File: src/rtl/leaderboard_sound_player.sv
// leaderboard_sound_player: plays rank-specific beep patterns on a piezo for leaderboard rank-change strobes.
// Optional LB_SOUND_PREEMPT_EN: a higher-priority rise aborts the pattern currently playing.
module leaderboard_sound_player #(
  parameter int BEEP_CYC = 10_000_000,
  parameter int GAP_CYC  = 5_000_000,
  parameter int HALF1    = 25_000,
  parameter int HALF2    = 33_333,
  parameter int HALF3    = 50_000
) (
  input  logic       clk,
  input  logic       rst_n,
  input  logic       signal_sound_1,
  input  logic       signal_sound_2,
  input  logic       signal_sound_3,
  input  logic       mute,
  output logic       buzzer,
  output logic       playing,
  output logic [1:0] rank_playing
);
  localparam int DMAX = (BEEP_CYC > GAP_CYC) ? BEEP_CYC : GAP_CYC;
  localparam int HM12 = (HALF1 > HALF2) ? HALF1 : HALF2;
  localparam int HMAX = (HM12 > HALF3) ? HM12 : HALF3;
  localparam int DW = $clog2(DMAX + 1);
  localparam int TW = $clog2(HMAX + 1);
  localparam logic [DW-1:0] BEEP_END = DW'(BEEP_CYC - 1);
  localparam logic [DW-1:0] GAP_END  = DW'(GAP_CYC - 1);

  typedef enum logic [1:0] {ST_IDLE, ST_BEEP, ST_GAP} state_t;

  state_t        r_state, w_nx_state;
  logic [3:1]    r_s_q, w_rise;
  logic [1:0]    r_rank, r_left, r_pend, w_nx_rank, w_nx_left, w_nx_pend;
  logic [1:0]    w_hi, w_lo, w_pm;
  logic [DW-1:0] r_dur, w_nx_dur;
  logic [TW-1:0] r_tone, w_half_end;
  logic          r_sq, r_mute, w_enter;

  // Smaller nonzero rank wins; 0 means empty.
  function automatic logic [1:0] f_min(input logic [1:0] a, input logic [1:0] b);
    return (a == 2'd0) ? b : (b != 2'd0 && b < a) ? b : a;
  endfunction

  assign w_rise = {signal_sound_3, signal_sound_2, signal_sound_1} & ~r_s_q;
  assign w_hi = w_rise[1] ? 2'd1 : w_rise[2] ? 2'd2 : w_rise[3] ? 2'd3 : 2'd0;
  assign w_lo = w_rise[1] ? (w_rise[2] ? 2'd2 : w_rise[3] ? 2'd3 : 2'd0)
                          : (w_rise[2] & w_rise[3]) ? 2'd3 : 2'd0;
  assign w_pm = f_min(r_pend, w_hi);
  assign w_half_end = (r_rank == 2'd1) ? TW'(HALF1 - 1) :
                      (r_rank == 2'd2) ? TW'(HALF2 - 1) : TW'(HALF3 - 1);

  always_comb begin
    w_nx_state = r_state;
    w_nx_rank  = r_rank;
    w_nx_left  = r_left;
    w_nx_pend  = r_pend;
    w_nx_dur   = r_dur + 1'b1;
    w_enter    = 1'b0;
    case (r_state)
      ST_IDLE: begin
        w_nx_dur = '0;
        if (w_hi != 2'd0) begin
          w_nx_state = ST_BEEP;
          w_nx_rank  = w_hi;
          w_nx_left  = 2'd0 - w_hi;
          w_nx_pend  = w_lo;
          w_enter    = 1'b1;
        end
      end
      ST_BEEP: begin
        w_nx_pend = w_pm;
        if (r_dur == BEEP_END) begin
          w_nx_state = ST_GAP;
          w_nx_dur   = '0;
        end
      end
      default: begin
        w_nx_pend = w_pm;
        if (r_dur == GAP_END) begin
          w_nx_dur = '0;
          if (r_left != 2'd1) begin
            w_nx_state = ST_BEEP;
            w_nx_left  = r_left - 2'd1;
            w_enter    = 1'b1;
          end else if (w_pm != 2'd0) begin
            w_nx_state = ST_BEEP;
            w_nx_rank  = w_pm;
            w_nx_left  = 2'd0 - w_pm;
            w_nx_pend  = 2'd0;
            w_enter    = 1'b1;
          end else begin
            w_nx_state = ST_IDLE;
            w_nx_rank  = 2'd0;
            w_nx_left  = 2'd0;
            w_nx_pend  = 2'd0;
          end
        end
      end
    endcase
`ifdef LB_SOUND_PREEMPT_EN
    if (r_state != ST_IDLE && w_hi != 2'd0 && w_hi < r_rank) begin
      w_nx_state = ST_BEEP;
      w_nx_rank  = w_hi;
      w_nx_left  = 2'd0 - w_hi;
      w_nx_pend  = f_min(r_pend, w_lo);
      w_nx_dur   = '0;
      w_enter    = 1'b1;
    end
`endif
  end

  always_ff @(posedge clk or negedge rst_n) begin
    if (!rst_n) begin
      r_state <= ST_IDLE;
      r_s_q   <= 3'b111;
      r_rank  <= 2'd0;
      r_left  <= 2'd0;
      r_pend  <= 2'd0;
      r_dur   <= '0;
      r_tone  <= '0;
      r_sq    <= 1'b0;
      r_mute  <= 1'b0;
    end else begin
      r_state <= w_nx_state;
      r_s_q   <= {signal_sound_3, signal_sound_2, signal_sound_1};
      r_rank  <= w_nx_rank;
      r_left  <= w_nx_left;
      r_pend  <= w_nx_pend;
      r_dur   <= w_nx_dur;
      r_mute  <= mute;
      if (w_enter || r_state != ST_BEEP) begin
        r_tone <= '0;
        r_sq   <= 1'b0;
      end else if (r_tone == w_half_end) begin
        r_tone <= '0;
        r_sq   <= ~r_sq;
      end else begin
        r_tone <= r_tone + 1'b1;
      end
    end
  end

  assign buzzer       = (r_state == ST_BEEP) & r_sq & ~r_mute;
  assign playing      = r_state != ST_IDLE;
  assign rank_playing = r_rank;
endmodule

File: config.mk
export PLATFORM = sky130hd
export DESIGN_NAME = leaderboard_sound_player
export DESIGN_NICKNAME = d
export VERILOG_FILES = /design/src/rtl/leaderboard_sound_player.sv
export SDC_FILE = /design/constraint.sdc
export NUM_CORES = 1
export LEC_CHECK = 0
export BUFFER_PORTS_ARGS = -buffer_cell sky130_fd_sc_hd__buf_2
export CORE_MARGIN = 5
export CORE_UTILIZATION = 61
export DETAILED_ROUTE_END_ITERATION = 8
export PLACE_DENSITY = 0.8
export SETUP_SLACK_MARGIN = 0.5
export SLEW_MARGIN = 40
export SYNTH_ARGS = -nofsm -noshare
export SYNTH_HDL_FRONTEND = slang
export SYNTH_SLANG_ARGS = --single-unit
File: constraint.sdc
create_clock -name clk -period 2.87 [get_ports clk]
set_input_delay 0.4305 -clock clk [delete_from_list [all_inputs] [get_ports clk]]
set_output_delay 0.4305 -clock clk [all_outputs]
set_load 0.01 [all_outputs]
* Word level (Yosys, flattened, before mapping)
Cells that the tools add are included.
** Operators by class
- Add/subtract/negate cells :: 5
- Magnitude comparators :: 1
- Eq/ne operators :: 11
- Multiplexer cells :: 41
- Bitwise logic cells :: 8
- Reductions and logical operators :: 13
** Operators with widths (number)
- $mux 16 :: 3
- $mux 24 :: 2
- $pmux 24 s2 :: 1
- $mux 2 :: 21
- $add 24x1->24 const B :: 1
- $eq 24x23->1 const B :: 1
- $eq 24x24->1 const B :: 1
- $add 16x1->16 const B :: 1
- $eq 16x16->1 :: 1
- $pmux 2 s2 :: 4
- $mux 15 :: 1
- $reduce_bool 2->1 :: 5
- $mux 1 :: 8
- $ne 2x1->1 const B :: 3
- $reduce_and 3->1 :: 2
- $eq 2x1->1 const B :: 2
- $logic_not 2->1 :: 2
- $ne 2x2->1 const B :: 2
- $reduce_and 4->1 :: 1
- $sub 1x2->2 const A :: 2
- $and 1x1->1 :: 3
- $and 3x3->3 :: 1
- $not 1->1 :: 3
- $not 3->3 :: 1
- 7 further kinds :: 7
** Storage, ports and cells
- Register bits :: 53
- Bits of input ports :: 6
- Output and inout port bits :: 4

* Depth between registers and ports, before layout
- Word-level depth :: 16
- Depth in mapped cells :: 9

* Worst setup path before layout
Ideal clock, no wire load.
- Kind :: reg-to-reg
- From :: register r_dur[13]
- To :: register r_dur[18]
- Library setup time :: 119 ps
- Arrival time :: 2314 ps
- Required time :: 2751 ps
- Slack :: 437 ps
- Cell stages (with the launch flop) :: 7
- Clock period less this slack :: 2433 ps
- Cell sequence :: dfrtp_1 or4_1 or4_4 or4_4 a21boi_4 buf_6 nor2_1
** Between the ends
- Cells in the longest elaborated chain, start to end :: 3
- Elaborated cells on any way between the ends :: 6
** Ends and longest elaborated chain
- start, declared :: RTL line 34 : logic [DW-1:0] r_dur, w_nx_dur;
- start signal, assigned :: RTL line 128 : r_dur <= w_nx_dur;
- $add 24x1->24, or another cell as far along :: RTL line 56 : w_nx_dur = r_dur + 1'b1;
- $mux 24, on equally long branches :: RTL line 78, 71
- $pmux 24 s2 * :: RTL line 58 : case (r_state)
- via w_nx_dur[18] :: RTL line 34
Mark *: on every way through the listed nets, which the timed path passes. The rest lies on a longest branch.
A chain may end at the register's enable or synchronous reset.

* Worst setup path in the final report
- From :: register r_dur[16]
- To :: register r_dur[13]
** Between the ends
- Cells in the longest elaborated chain, start to end :: 3
- Elaborated cells on any way between the ends :: 5
** Ends and longest elaborated chain (RTL line)
- $eq 24x23->1 / $eq 24x24->1 (equally long branches) :: 78, 71
- $mux 24, on equally long branches :: 78, 71
- $pmux 24 s2 * :: 58
- via w_nx_dur[13] :: 34
Marks and branches as above.

==> key figures <==
Global routing
  • Gr usage total: 0.1936
  • GRT overflow: 0
  • Global-route wire length before repair: 9.549 mm
  • Largest net degree at the start of global routing: 28
  • Number of global-route vias before repair: 2,162
  • Initial antenna violation count: 0

Critical path
  • CP Class: register to register
  • Setup crit end: r_dur[13]
  • WP depth: 6
  • CP max FO: 23
  • Launching point of the worst reg2reg path: r_dur[16]
  • Slowest stage cell, crit path: or4_1
  • Setup crit start kind: register
  • Delay-heaviest family, CP: simple AND/OR/NAND/NOR gates
  • Worst Path Arrival: 2.53 ns
  • Worst r2r path cells: 6
  • CP startpoint: r_dur[16]
  • CP required: 3.06 ns
  • Reg-to-reg slack, setup: 0.53 ns
  • CP Buf/Inv Count: 1
  • CP max stage delay: 0.50 ns
  • Crit path top cell by count: or4_4
  • CP Cell Sequence: or4_1 -> or4_4 -> or4_4 -> a21boi_4 -> buf_12 -> nor2_1
  • Reg2reg end: r_dur[13]
  • Critical path endpoint category: register

Drt
  • Wire per inst: 15.08 µm
  • Post-route DRC violation count: 0
  • DRT antenna net count: 0
  • Vias: 2,185
  • Vias/cell: 5.970
  • DRT Pass-1 Iters: 4
  • DRT Wirelength: 5.520 mm
  • DR iter-0 viols: 115

Layout
  • Final core occ: 0.6985
  • Commonest non-fill, non-tap cell in the layout: dfrtp_1
  • Fin nets: 325
  • Most frequent cells in the layout: dfrtp_1 (50), nor2_1 (48), nand2_1 (18), xnor2_1 (18), xor2_1 (18)
  • Area of the multi-input gates: 1431 µm²
  • Share of cells above drive strength 1: 0.1019
  • FILL cells: 341
  • Non-filler cells in the finished layout: 366
  • Register Area: 1330 µm²
  • P&R area growth vs syn: 8.673%
  • Ant diodes: 0

Power and ir drop
  • Combinational group share of total power: 0.030
  • Clock power frac: 0.388
  • Sequential Power Share: 0.582
  • Sw Pwr: 269.1 µW
  • Switching Share: 0.2081
  • Peak VDD IR: 313.4 µV
  • PD cells: 416.6 nW/µm²
  • Pleak: 0.001349 µW
  • Internal: 1024 µW

CTS
  • Number of buffers inserted by hold repair at cts: 0
  • CTS tree: built
  • Clk Latency, worst-skew pair: 0.31 ns
  • Longest Clk Path Bufs: 2
  • Number of buffers created by CTS: 5
  • H-tree lvl count: 2
  • Clock sink total: 53
  • Worst-path clk slew: 0.10 ns
  • Root Driver: clkbuf_8

Floorplan
  • Initial Util: 0.6427
  • Chip width: 78.43 µm
  • Core area: 4444 µm²
  • I/O pin cnt: 10
  • # rows: 24
  • Die area: 6151 µm²
  • Die Ht: 78.43 µm

STA
  • Final setup violation count: 0
  • Final hold slack: 0.1062 ns
  • Final worst slack: 0.5326 ns
  • Clk_skew: 0.01059 ns
  • Unrepaired setup endpoints after global routing: true
  • Min Tclk post-route: 2.337 ns
  • F_max: 427.8 MHz
  • Max_slew headroom: 0.5894
  • Final hold violations: 0
  • Worst Tran Pin Value: 0.6146 ns
  • Final Max Tran Viols: 0
  • Setup TNS: 0 ns
  • Tcrit/Tclk final: 0.8144

Placed design
  • Pre-CTS setup slack: 0.4128 ns
  • Placed insts: 357
  • Post-detail-place hpwl: 3.917 mm
  • Final Wtd Congestion: 0.8739
  • PortBufs: 9

Synth
  • Yosys warning total: 0
  • Mean Syn Cell Area: 9.586 µm²
  • Seq/Total Area, Yosys: 0.4656
  • Primary FF master, synth: dfrtp_1
  • EDFF count, synth: 0
  • Net Count, Synth: 310
  • Mapped Cells: 298
  • Mapped cell area: 2856 µm²
  • Netlist cell types: 45
  • Asr flop ratio synth: 1.000
  • Yosys reg bits: 53

Outcome
  • Status: finished clean

Job
  • Max Cap Viol: 0

Min path
  • Tightest Hold Check Type: input pin to async pin
==> power groups by stage <==
| stage | clock network, µW | logic [µW] | registers (µW) |
|---|---|---|---|
| floorplan | 0 | 16.2 | 767 |
| global placement | 0 | 38.5 | 767 |
| detailed placement | 0 | 39.6 | 767 |
| CTS | 520 | 39.6 | 753 |
| global route | 555 | 45.0 | 753 |
| finish | 502 | 38.7 | 753 |
==> per-layer routing <==
| metal | up-vias | global-route usage | share of wire |
|---|---|---|---|
| li1 | 1071 | - | - |
| met1 | 1056 | 0.2480 | 0.47 |
| met2 | 50 | 0.3202 | 0.48 |
| met3 | 8 | 0.04119 | 0.036 |
| met4 | 0 | 0.08042 | 0.016 |
| met5 | - | 0 | 0 |
==> layout make-up <==
class                           instances  share of cell area
Multi-Input combinational cell        222              0.4611
Sequential cell                        53              0.4285
Timing Repair Buffer                   16             0.03547
Clock buffer                            6             0.02338
Tap cell                               52             0.02096
Inverter                               15             0.01814
Clock inverter                          2             0.01249
==> cells by family after synthesis <==
logic type                 after synthesis  synth area share
and+or+nand+nor                        141            0.2628
DFF                                     53            0.4656
xor gates and xnor gates                36            0.1104
AOI/OAI and AO/OA                       35           0.08542
buffers and inverters                   23           0.03548
adders and majority gates                6           0.02628
muxes                                    4           0.01402
==> state kept, by name, summed over array words and instances, names as in the netlist <==
signal and cells:
r_pend 2, r_tone 16, r_dur 24, r_mute 1, r_state 2, r_s_q 3
r_sq 1, r_left 2, rank_playing 2
==> synth_stat cells, types with 2 or more instances <==
library cell / n / area, µm²
dfstp_2: 3 / 78.83
nor2b_1: 4 / 25.02
and3_1: 7 / 43.79
nand2_1: 18 / 67.56
a221oi_1: 3 / 26.28
nor4b_1: 5 / 43.79
nand3_1: 17 / 85.08
nand4b_1: 2 / 17.52
nand4_1: 7 / 43.79
o31ai_1: 2 / 15.01
a211oi_1: 2 / 15.01
ha_1: 6 / 75.07
nor4bb_1: 5 / 50.05
xor2_1: 18 / 157.7
or4_4: 2 / 22.52
and4_1: 3 / 26.28
xnor2_1: 18 / 157.7
a31oi_1: 2 / 12.51
nor2_1: 48 / 180.2
o21ai_0: 10 / 50.05
nand2b_1: 4 / 25.02
a21oi_1: 6 / 30.03
dfrtp_1: 50 / 1251
o221ai_1: 2 / 17.52
clkbuf_1: 6 / 22.52
inv_1: 15 / 56.30
buf_6: 2 / 22.52
nor3b_1: 3 / 22.52
mux2i_1: 4 / 40.04
nor3_1: 8 / 40.04
nor4_1: 2 / 12.51
==> worst min-delay path by stage <==
stage	from	cells past startpoint	end
floorplan	rst_n	0	r_dur[0]
global placement	rst_n	1	r_tone[8]
detailed placement	rst_n	1	r_tone[10]
CTS	rst_n	1	r_tone[10]
global route	rst_n	1	r_tone[10]
finish	rst_n	1	r_tone[10]
==> worst register-to-register path: stages, from the launching register on <==
cell and delay, ns:
dfrtp_1 0.41, or4_1 0.50, or4_4 0.44, or4_4 0.46, a21boi_4 0.17, buf_12 0.17, nor2_1 0.07
==> stage by stage <==
stage	power, µW	area [µm²]
6_report	1293	3104
5_1_grt	1353	3104
4_1_cts	1312	3099
3_5_place_dp	806.9	2968
3_3_place_gp	805.6	2968
2_1_floorplan	783.3	2858
==> what timing repair did <==
item | CTS | global route
endpoints found under the setup margin | 23 | 37
cloned | 0 | 0
setup buffers | 1 | 0
resized for setup | 3 | 2
Power figures use the tool's default switching activity.
